## src/rtl/egress_link_shaper.sv

```systemverilog
// ---------------------------------------------------------------------------
// egress_link_shaper
//
// Sits behind the CoDel dequeue stage. Drop-marked packets are discarded and
// counted; the remaining packets are buffered in a small FIFO and launched
// onto the physical link at a fixed pace of one packet per TX_CYCLES cycles.
// The block also produces the link-ready signal that CoDel uses
// combinationally to decide dequeue. It keeps saturating statistics for
// transmitted, dropped and overflowed packets.
//
// Ports:
//   clk                : single clock, all logic on posedge
//   reset              : synchronous active-high reset
//   i__packet          : dequeued packet from CoDel (i__packet.valid qualifies)
//   i__drop_packet     : drop mark for i__packet in the same cycle
//   i__link_pause      : link-layer pause, blocks new launches while high
//   o__link_ready      : egress buffer can accept a packet this cycle
//   o__tx_packet       : packet launched on the link ('0 when not valid)
//   o__tx_valid        : one-cycle pulse per launched packet
//   o__tx_count        : packets launched (saturating)
//   o__drop_count      : drop-marked packets discarded (saturating)
//   o__overflow_count  : packets lost to a write while full (saturating)
//   o__occupancy       : current FIFO occupancy
// ---------------------------------------------------------------------------

package CodelPkg;
    typedef struct packed {
        logic        valid;
        logic [7:0]  flow_id;
        logic [31:0] payload;
    } Packet;
endpackage

module egress_link_shaper
    import CodelPkg::*;
#(
    parameter int EGRESS_DEPTH = 4,
    parameter int TX_CYCLES    = 8,
    parameter int STAT_WIDTH   = 32
) (
    input  logic                            clk,
    input  logic                            reset,
    input  Packet                           i__packet,
    input  logic                            i__drop_packet,
    input  logic                            i__link_pause,
    output logic                            o__link_ready,
    output Packet                           o__tx_packet,
    output logic                            o__tx_valid,
    output logic [STAT_WIDTH-1:0]           o__tx_count,
    output logic [STAT_WIDTH-1:0]           o__drop_count,
    output logic [STAT_WIDTH-1:0]           o__overflow_count,
    output logic [$clog2(EGRESS_DEPTH):0]   o__occupancy
);

    localparam int PTR_W = $clog2(EGRESS_DEPTH);
    localparam int OCC_W = PTR_W + 1;
    localparam int TMR_W = $clog2(TX_CYCLES + 1);

    localparam logic [OCC_W-1:0] OCC_FULL_C   = OCC_W'(EGRESS_DEPTH);
    localparam logic [OCC_W-1:0] OCC_ZERO_C   = OCC_W'(0);
    localparam logic [OCC_W-1:0] OCC_ONE_C    = OCC_W'(1);
    localparam logic [TMR_W-1:0] TMR_ZERO_C   = TMR_W'(0);
    localparam logic [TMR_W-1:0] TMR_ONE_C    = TMR_W'(1);
    localparam logic [TMR_W-1:0] TMR_RELOAD_C = TMR_W'(TX_CYCLES - 1);
    localparam logic [PTR_W-1:0] PTR_ONE_C    = PTR_W'(1);

    typedef enum logic [0:0] {
        ST_IDLE = 1'b0,
        ST_BUSY = 1'b1
    } state_t;

    // Saturating increment: counters stick at all-ones instead of wrapping.
    function automatic logic [STAT_WIDTH-1:0] sat_inc(input logic [STAT_WIDTH-1:0] v);
        if (&v) begin
            return v;
        end else begin
            return v + STAT_WIDTH'(1);
        end
    endfunction

    Packet                  mem_r [EGRESS_DEPTH];
    logic [PTR_W-1:0]       wr_ptr_r;
    logic [PTR_W-1:0]       rd_ptr_r;
    logic [OCC_W-1:0]       occ_r;
    state_t                 state_r;
    logic [TMR_W-1:0]       timer_r;
    logic                   tx_valid_r;
    Packet                  tx_packet_r;
    logic [STAT_WIDTH-1:0]  tx_count_r;
    logic [STAT_WIDTH-1:0]  drop_count_r;
    logic [STAT_WIDTH-1:0]  overflow_count_r;

    logic                   drop_s;
    logic                   push_s;
    logic                   overflow_s;
    logic                   launch_s;
    Packet                  head_s;

    // Classify the incoming packet; fullness uses the registered occupancy
    // only, so a pop in the same cycle never rescues a write while full.
    always_comb begin
        drop_s     = 1'b0;
        push_s     = 1'b0;
        overflow_s = 1'b0;
        if (i__packet.valid) begin
            if (i__drop_packet) begin
                drop_s = 1'b1;
            end else if (occ_r != OCC_FULL_C) begin
                push_s = 1'b1;
            end else begin
                overflow_s = 1'b1;
            end
        end else begin
            drop_s     = 1'b0;
            push_s     = 1'b0;
            overflow_s = 1'b0;
        end
    end

    // Launch decision: slot free, something buffered, link not paused.
    always_comb begin
        launch_s = 1'b0;
        if (((state_r == ST_IDLE) || (timer_r == TMR_ZERO_C)) &&
            (occ_r != OCC_ZERO_C) && !i__link_pause) begin
            launch_s = 1'b1;
        end else begin
            launch_s = 1'b0;
        end
    end

    assign head_s = mem_r[rd_ptr_r];

    // Egress FIFO storage, pointers and occupancy.
    always_ff @(posedge clk) begin
        if (reset) begin
            wr_ptr_r <= '0;
            rd_ptr_r <= '0;
            occ_r    <= '0;
            for (int i = 0; i < EGRESS_DEPTH; i++) begin
                mem_r[i] <= '0;
            end
        end else begin
            if (push_s) begin
                mem_r[wr_ptr_r] <= i__packet;
                wr_ptr_r        <= wr_ptr_r + PTR_ONE_C;
            end
            if (launch_s) begin
                rd_ptr_r <= rd_ptr_r + PTR_ONE_C;
            end
            case ({push_s, launch_s})
                2'b10:   occ_r <= occ_r + OCC_ONE_C;
                2'b01:   occ_r <= occ_r - OCC_ONE_C;
                default: occ_r <= occ_r;
            endcase
        end
    end

    // Pacing FSM: launches the FIFO head and holds off further launches for
    // the remainder of the TX_CYCLES slot. Pause only matters at a launch
    // decision, so a slot already started always runs to completion.
    always_ff @(posedge clk) begin
        if (reset) begin
            state_r     <= ST_IDLE;
            timer_r     <= '0;
            tx_valid_r  <= 1'b0;
            tx_packet_r <= '0;
            tx_count_r  <= '0;
        end else begin
            tx_valid_r <= launch_s;
            if (launch_s) begin
                tx_packet_r <= head_s;
                tx_count_r  <= sat_inc(tx_count_r);
                timer_r     <= TMR_RELOAD_C;
                state_r     <= (TX_CYCLES > 1) ? ST_BUSY : ST_IDLE;
            end else begin
                tx_packet_r <= '0;
                case (state_r)
                    ST_BUSY: begin
                        if (timer_r == TMR_ZERO_C) begin
                            state_r <= ST_IDLE;
                        end else begin
                            timer_r <= timer_r - TMR_ONE_C;
                        end
                    end
                    ST_IDLE: begin
                        timer_r <= TMR_ZERO_C;
                    end
                    default: begin
                        state_r <= ST_IDLE;
                        timer_r <= TMR_ZERO_C;
                    end
                endcase
            end
        end
    end

    // Drop and overflow statistics.
    always_ff @(posedge clk) begin
        if (reset) begin
            drop_count_r     <= '0;
            overflow_count_r <= '0;
        end else begin
            if (drop_s) begin
                drop_count_r <= sat_inc(drop_count_r);
            end
            if (overflow_s) begin
                overflow_count_r <= sat_inc(overflow_count_r);
            end
        end
    end

    // Ready comes from registered occupancy; reset only forces it low so
    // CoDel never dequeues into a buffer that is being flushed.
    assign o__link_ready      = (occ_r != OCC_FULL_C) && !reset;
    assign o__tx_valid        = tx_valid_r;
    assign o__tx_packet       = tx_packet_r;
    assign o__tx_count        = tx_count_r;
    assign o__drop_count      = drop_count_r;
    assign o__overflow_count  = overflow_count_r;
    assign o__occupancy       = occ_r;

endmodule

```

## config.mk

```make
export PLATFORM = sky130hd
export DESIGN_NAME = egress_link_shaper
export DESIGN_NICKNAME = d
export VERILOG_FILES = /design/src/rtl/egress_link_shaper.sv
export SDC_FILE = /design/constraint.sdc
export NUM_CORES = 1
export LEC_CHECK = 0
export CORE_MARGIN = 2
export CORE_UTILIZATION = 55
export DETAILED_ROUTE_END_ITERATION = 12
export GPL_TIMING_DRIVEN = 0
export PLACE_DENSITY = 0.8
export SKIP_CTS_REPAIR_TIMING = 1
export SLEW_MARGIN = 40
export SYNTH_ARGS = -nofsm -noshare
export SYNTH_HDL_FRONTEND = slang
export SYNTH_SLANG_ARGS = --single-unit
```

## constraint.sdc

```tcl
create_clock -name clk -period 3.25 [get_ports clk]
set_input_delay 0.975 -clock clk [delete_from_list [all_inputs] [get_ports clk]]
set_output_delay 0.975 -clock clk [all_outputs]
set_load 0.02 [all_outputs]
```

# Word-level counts from Yosys, hierarchy flattened
# Memories as Yosys holds them, arrays and structs flattened. A register that Yosys moved wholly into a read port is not among the register bits.
# Index checks and enable logic that the tools add are counted.
[word_totals]
ff_bits = 109
ram_bits = 164
input_bits = 45
out_inout_bits = 142
wordCells = 71
memories = 1
[memory_table]
columns = ["memory", "words", "width", "rd", "rd_clocked_by_memory_dff", "write_ports", "line", "source"]
rows = [
  ["mem_r", 4, 41, 1, 1, 4, "81", "Packet mem_r [EGRESS_DEPTH];"],
]
[classes]
addsub = 8
eq_ne = 5
muxes = 24
bitwise_logic = 5
n_reduce_logical = 18
[op_table]
columns = ["operator", "n"]
rows = [
  ["32-bit by 1-bit adder with 32-bit output, second input constant", 3],
  ["32-bit AND reduction", 3],
  ["41-bit two-way mux", 1],
  ["41-bit OR reduction", 1],
  ["1-bit two-way mux", 18],
  ["4-bit one-hot mux with 2 select lines", 1],
  ["3-bit inequality test, second input constant", 2],
  ["3-bit one-hot mux with 2 select lines", 1],
  ["2-bit AND reduction", 3],
  ["1-bit inverter", 5],
  ["2-bit by 1-bit adder with 2-bit output, second input constant", 2],
  ["4-bit logical NOT", 1],
  ["4-bit two-way mux", 1],
  ["2-bit OR reduction", 2],
  ["4-bit by 1-bit subtractor with 4-bit output, second input constant", 1],
  ["3-bit by 1-bit adder with 3-bit output, second input constant", 1],
  ["1-bit logical AND", 3],
  ["3-bit two-way mux", 1],
  ["3-bit nonzero test", 1],
  ["3-bit by 1-bit subtractor with 3-bit output, second input constant", 1],
  ["2-bit by 1-bit == test with 1-bit output, second input constant", 1],
  ["2-bit == test, second input constant", 1],
  ["1-bit logical NOT", 2],
  ["2-bit two-way mux", 1],
  ["3 further kinds", 3],
]

# Longest topological paths before layout
# Gate-level depths: netlist of run 1.
[logic_depth]
ltp_word = 9
ltp_mapped = 11
ltp_nobuf = 11

# Worst setup path before layout of run 1
# Ideal clock, no wire load.
[synth_path]
path_kind = "input to output"
startpoint = "input reset"
endpoint = "output o__link_ready"
arrival_ns = 2.195
slack_ns = 0.080
stages = 5
n_path_buf = 4
path_cell_list = "clkbuf_1 > clkbuf_1 > clkbuf_1 > clkbuf_1 > nor2_1"
[synth_via]
elab_chain_len = 2
[synth_lines]
columns = ["item", "line", "source"]
rows = [
  ["start: declaration", "42", "input logic reset,"],
  ["1-bit logical NOT", "214", "assign o__link_ready = (occ_r != OCC_FULL_C) && !reset;"],
  ["1-bit logical AND", "214", ""],
  ["end: declaration", "46", "output logic o__link_ready,"],
]
# No other way between the ends.

# Worst setup path in the final report of run 1
# Same ends and word-level chain as after synthesis.

==> flow_summary.toml, run 1 <==
[status]
status = "finished, final reports clean"

[layout]
layout-drive-gt1-share_pct = 9.510
stdcell_count = 1713
fillers = 1765
nets = 1415
syn_to_final_growth_pct = 24.82
stdcell_area_mm2 = 0.01690

[route]
ant_nets = 0
drtPass1Iterations = 5
drtIter0Drc = 819
wirelength_mm = 32.31
num_vias = 9921
vias_per_cell = 5.792
drc = 0
routedWlPerCell_um = 18.86

[global_routing]
grt_max_degree = 42
antenna_found_initial = 1
grtUsageTotal_pct = 24.38
grt_overflow = 0
grt_pass1_wl_mm = 50.34
grt_pass1_vias = 9746

[die]
die_h_um = 160.9
io_pins = 187
dieArea_mm2 = 0.02589
initial_core_util_pct = 55.85
fp.coreArea_mm2 = 0.02425
rows = 57
die_w_um = 160.9

[sta]
finalCriticalPeriod_ns = 3.095
min_period_over_period_pct = 95.22
relSlewSlack_pct = 50.51
max_freq_mhz = 323.2
rsz0062_at_grt = "false"
fin_skew_ns = 0.01520
finalHoldViolCount = 0
tightestPinTransition_ns = 0.7423
layout_setup_ws_ns = 0.1555
maxSlewViolCount = 0
setup_viol = 0

[pwr]
powerDensity_mw_per_mm2 = 569.5
ir_worst_vdd_mv = 0.4119
p_leak_nw = 5.623

[place]
place_congestion = 0.8841
port_buffers = 185
hpwl_mm = 21.27
placed_cells = 1654
pre_cts_slack_ns = -1.252
place_area_mm2 = 0.01582

[cts]
cts_inserted_buffers = 31
cts_sinks = 314
path_clk_slew_ns = 0.06
clock_latency_ns = 0.57
cts_buffer_depth = 3
h-tree-depth = 1
cts-root-buf = "clkbuf_16"
cts_tree = "done"

[critical_path]
cp_num_buf_inv = 4
crit_family = "buffers and inverters"
crit_path_end_kind = "primary output"
worstPathRequired_ns = 2.27
worstSetupStartpointType = "primary input"
cp.arrival_ns = 2.12
slowest_delay_ns = 0.33
worstPathMaxFanout = 19
critical_path_class = "in2out"
worstPathCellList = "clkbuf_2, clkbuf_4, clkbuf_4, nor2_1, dlymetal6s2s_1"
path_common_cell = "clkbuf_4"
crit_path_top_delay_cell = "clkbuf_4"

[yosys]
synth_edf_count = 164
synthFlopType = "edfxtp_1"
synth.distinct_cells = 56
ys_top_cells_by_area = "edfxtp_1 (36%), dfxtp_1 (22%), and2_1 (7.5%), mux4_2 (6.8%), a21oi_1 (2.6%)"
syn_area_mm2 = 0.01354
avgSynthCellArea_um2 = 11.83
syn_inst = 1145
synth_nets = 1197
ys_seq_elements = 314
async_flop_share_pct = 0
yosysTopAreaCell = "edfxtp_1"
synth_top_area_share_pct = 36.37
yosysSeqAreaShare_pct = 58.54
yosysWarnings = 0

[hold_path]
hp-class = "reg2reg"

[job]
max_cap_violations = 0
## through the flow
stage / total power, W / util, % / hold WS [ns] / setup TNS [ns]
after CTS: 0.009668 / 69.53 / 0.5036 / -8.804
after floorplan: 0.005527 / - / 0.4614 / 0
after global routing: 0.009958 / 69.71 / 0.5361 / 0
final: 0.009625 / 69.71 / 0.5051 / 0
after global placement: 0.005987 / 65.15 / 0.4858 / -168.31
after detailed placement: 0.006037 / 65.24 / 0.4936 / -120.11
## state kept, by name (all words and copies together) (netlist names)
signal	cells
mem_r	164
wr_ptr_r	2
o__drop_count	32
state_r	1
o__tx_count	32
o__tx_valid	1
o__occupancy	3
timer_r	4
rd_ptr_r	2
o__tx_packet	41
o__overflow_count	32
## cells by family (layout without fill, tap and decap cells)
logic type,Yosys count,in the layout,synth area share (%)
simple gates,504,505,22.00
flops,314,314,58.54
compound gates,165,165,7.336
buf+inv,81,323,2.319
mux,50,50,7.549
xor+xnor,24,24,1.552
fa+ha+maj,7,7,0.7022
other cells,0,1,0
## worst reg2reg max path, cell delays in order, from the launching register on
cell,delay (ns)
dfxtp_1,0.33
inv_1,0.08
ha_1,0.14
or3b_4,0.39
a211o_1,0.37
inv_1,0.27
ha_1,0.25
inv_1,0.06
fa_1,0.37
xor2_1,0.16
or3_1,0.30
a21oi_1,0.13
## power breakdown
| part | total (W) | switching, W | internal, W |
|---|---|---|---|
| sequential | 0.00450 | 0.000104 | 0.00439 |
| clock | 0.00367 | 0.00153 | 0.00214 |
| combinational | 0.00146 | 0.000751 | 0.000707 |
| total | 0.00963 | 0.00238 | 0.00724 |
## cells in the final DEF (no fill, tap or decap), types with 27 or more instances in the layout
master / count
mux4_2: 41
nand4_1: 33
and2_1: 163
o21ai_0: 41
o31ai_1: 27
nand3_1: 31
clkbuf_16: 31
dfxtp_1: 150
a21oi_1: 70
nand2_1: 39
or4_1: 31
clkdlybuf4s50_1: 184
or3_1: 40
nor2_1: 51
edfxtp_1: 164
clkbuf_1: 45
nor2b_1: 52
## synth_stat cells, drive strengths merged, types with 3 or more instances
| cell type | instances |
|---|---|
| inv | 25 |
| or2 | 9 |
| nand2b | 3 |
| xor2 | 9 |
| nor2b | 52 |
| o31ai | 28 |
| buf | 7 |
| or3 | 40 |
| and2 | 163 |
| a21oi | 70 |
| mux4 | 41 |
| edfxtp | 164 |
| a21o | 3 |
| nand2 | 39 |
| nand3 | 31 |
| a2111oi | 3 |
| or4 | 32 |
| ha | 6 |
| o41ai | 3 |
| dfxtp | 150 |
| clkbuf | 49 |
| o21ai | 42 |
| and4 | 9 |
| xnor2 | 15 |
| nor3b | 3 |
| nor3 | 12 |
| nand4 | 33 |
| nor2 | 51 |
| nor4 | 11 |
| and3 | 7 |
| mux2 | 7 |
| a211oi | 3 |
## cell type report
| type | count | area [µm²] | area share (%) |
|---|---|---|---|
| sequential | 314 | 7928 | 46.90 |
| multi-input combinational | 751 | 5349 | 31.65 |
| timing repair buffer | 185 | 1854 | 10.97 |
| clock buffer | 34 | 787.0 | 4.656 |
| tap | 324 | 405.4 | 2.398 |
| clock inverter | 24 | 252.7 | 1.495 |
| buffer | 55 | 230.2 | 1.362 |
| inverter | 25 | 93.84 | 0.5552 |
| antenna | 1 | 2.502 | 0.01480 |
## layer usage
layer / up-vias / part of all wire [%] / track usage, %
li1: 4676 / - / -
met1: 4829 / 42 / 32.01
met2: 354 / 50 / 41.61
met3: 62 / 6.4 / 3.900
met4: 0 / 2.6 / 8.117
met5: - / 0 / 0
## final timing paths
check                                                         from                                 end  slack, ns  depth (start not counted)
worst max-delay path                                         reset                       o__link_ready       0.16                          5
worst min-delay path            o__overflow_count[11]$_SDFFE_PP0P_  o__overflow_count[11]$_SDFFE_PP0P_       0.51                          2
worst max register to register             timer_r[0]$_SDFFE_PP0P_        o__occupancy[2]$_SDFFE_PP0P_       0.32                         11
worst min register to register  o__overflow_count[11]$_SDFFE_PP0P_  o__overflow_count[11]$_SDFFE_PP0P_       0.51                          2
No activity file was read; power rests on OpenSTA's default activity.
==> inputs of run 2 (changes only) <==
Settings changed: CAP_MARGIN set to 20.
==> results of run 2 <==
Same layout as run 1: the final DEF is identical, and so are final timing and power.
==> inputs of run 3 (changes only) <==
Settings changed: CORE_ASPECT_RATIO set to 1.2, CORE_UTILIZATION 55 to 35, PLACE_DENSITY 0.8 to not set.
==> run 3 against run 2 <==
Against the previous run: die area up 56%; sequential power is essentially flat; first-iteration DRC count shrank 41%; highest routed layer unchanged.
==> flow_summary.toml, run 3 (synthesized netlist as in run 1, its figures left out) <==
[layout]
antenna_cells = 0
fillers = 3508
final_core_util_pct = 45.53
layout-drive-gt1-share_pct = 10.06
layout_commonest_cell = "clkdlybuf4s50_1"
largest_register_ffs = 164
nets = 1420
mostFrequentLayoutCells = "clkdlybuf4s50_1 (184), edfxtp_1 (164), and2_1 (163), dfxtp_1 (150), a21oi_1 (70)"
top_register = "mem_r"
syn_to_final_growth_pct = 27.64

[critical_path]
crit_path_end_kind = "register"
worstPathRequired_ns = 3.41
critical_path_class = "in2reg"
cp_num_buf_inv = 1
cp.arrival_ns = 3.23
worstSetupStartpointType = "primary input"
crit_family = "simple AND/OR/NAND/NOR gates"
slowest_delay_ns = 0.52
worstPathCellList = "clkdlybuf4s50_1, nand2b_1, or3_1, nor3b_2, or2_4"
crit_path_top_delay_cell = "clkdlybuf4s50_1"
worstPathMaxFanout = 21

[global_routing]
grt_max_degree = 42
grt_pass1_wl_mm = 53.77
grt_pass1_vias = 9887
grtUsageTotal_pct = 17.06
antenna_found_initial = 0
grt_overflow = 0

[route]
vias_per_cell = 5.173
drtIter0Drc = 483
ant_nets = 0
wirelength_mm = 34.84
drtPass1Iterations = 5
drc = 0
num_vias = 9684
routedWlPerCell_um = 18.61

[die]
rows = 78
die_w_um = 183.6
dieArea_mm2 = 0.04029
fp.coreArea_mm2 = 0.03796
die_h_um = 219.5
initial_core_util_pct = 35.67
io_pins = 187

[cts]
clock_latency_ns = 0.52
cts_buffer_depth = 3
cts_sinks = 314
cts_inserted_buffers = 34
h-tree-depth = 2
cts_tree = "done"
cts-root-buf = "clkbuf_16"
path_clk_slew_ns = 0.07

[place]
port_buffers = 185
hpwl_mm = 23.04
place_congestion = 0.7991

[sta]
maxSlewViolCount = 0
setup_viol = 0
min_period_over_period_pct = 94.31
finalSetupTns_ns = 0
max_freq_mhz = 326.3
fin_skew_ns = 0.01624
rsz0062_at_grt = "false"
tightestPinTransition_ns = 0.7666
finalCriticalPeriod_ns = 3.065
relSlewSlack_pct = 48.89
finalHoldViolCount = 0

[pwr]
p_int_w = 0.007670
fin_total_pwr_w = 0.01011
p_comb_share_pct = 14.4
sw_frac_of_total_pct = 24.10
ir_worst_vdd_mv = 0.3249
p_seq_share_pct = 44.4
clkPwrFrac_pct = 41.2
p_sw_w = 0.002435
powerDensity_mw_per_mm2 = 584.7
p_leak_nw = 5.722

[job]
max_cap_violations = 0

[status]
status = "finished, final reports clean"

[hold_path]
hp-class = "reg2reg"
-- run 3: changes by cell type in the layout (fill, tap and decap cells not counted), sizes merged --
cell and delta:
bufinv -1, clkinv -10, or2 +2, clkinvlp -1
clkbuf +12, buf +2, diode -1
-- run 3: routing by layer --
layer	GRT usage (%)	up-vias	share of wire (%)
li1	-	4694	-
met1	20.26	4705	42
met2	30.88	249	51
met3	3.867	36	5.7
met4	4.747	0	1.7
met5	0	-	0
-- run 3: cell type report --
cell class	count	area (µm²)	share of cell area [%]
sequential	314	7928	45.87
multi-input combinational	753	5364	31.03
tap	480	600.6	3.475
buffer	55	234.0	1.354
timing repair buffer	185	1854	10.73
clock buffer	48	1049	6.066
inverter	25	93.84	0.5429
clock inverter	12	161.4	0.9338
-- run 3: worst paths after layout --
| kind | slack (ns) | to | from | depth (start not counted) |
|---|---|---|---|---|
| setup / recovery | 0.18 | mem_r[1][34]$_SDFFCE_PN0P_ | i__drop_packet | 5 |
| hold / removal | 0.51 | o__tx_count[30]$_SDFFE_PP0P_ | o__tx_count[30]$_SDFFE_PP0P_ | 2 |
| setup reg to reg | 0.28 | o__occupancy[2]$_SDFFE_PP0P_ | timer_r[0]$_SDFFE_PP0P_ | 11 |
| hold reg to reg | 0.51 | o__tx_count[30]$_SDFFE_PP0P_ | o__tx_count[30]$_SDFFE_PP0P_ | 2 |
-- run 3: power by group through the flow --
stage / sequential (W) / clock [W] / combinational (W)
floorplan: 0.00464 / 0 / 0.000885
global placement: 0.00457 / 0 / 0.00146
detailed placement: 0.00458 / 0 / 0.00147
CTS: 0.00449 / 0.00427 / 0.00148
global route: 0.00451 / 0.00439 / 0.00159
finish: 0.00449 / 0.00416 / 0.00146
-- run 3: stage by stage --
stage / cells / instance area, µm² / setup WS, ns / hold slack, ns
2_1_floorplan: 1145 / 13540 / 0.07954 / 0.4614
3_3_place_gp: 1810 / 15990 / -1.494 / 0.4926
3_5_place_dp: 1810 / 16020 / -1.432 / 0.4915
4_1_cts: 1870 / 17230 / -1.448 / 0.5042
5_1_grt: 1872 / 17280 / 0.04636 / 0.5372
6_report: 1872 / 17280 / 0.1849 / 0.5063
-- run 3: tightest hold or removal path, cell delays in order (launching register included) --
cell	delay, ns
dfxtp_1	0.33
o21ai_0	0.07
a21oi_1	0.06
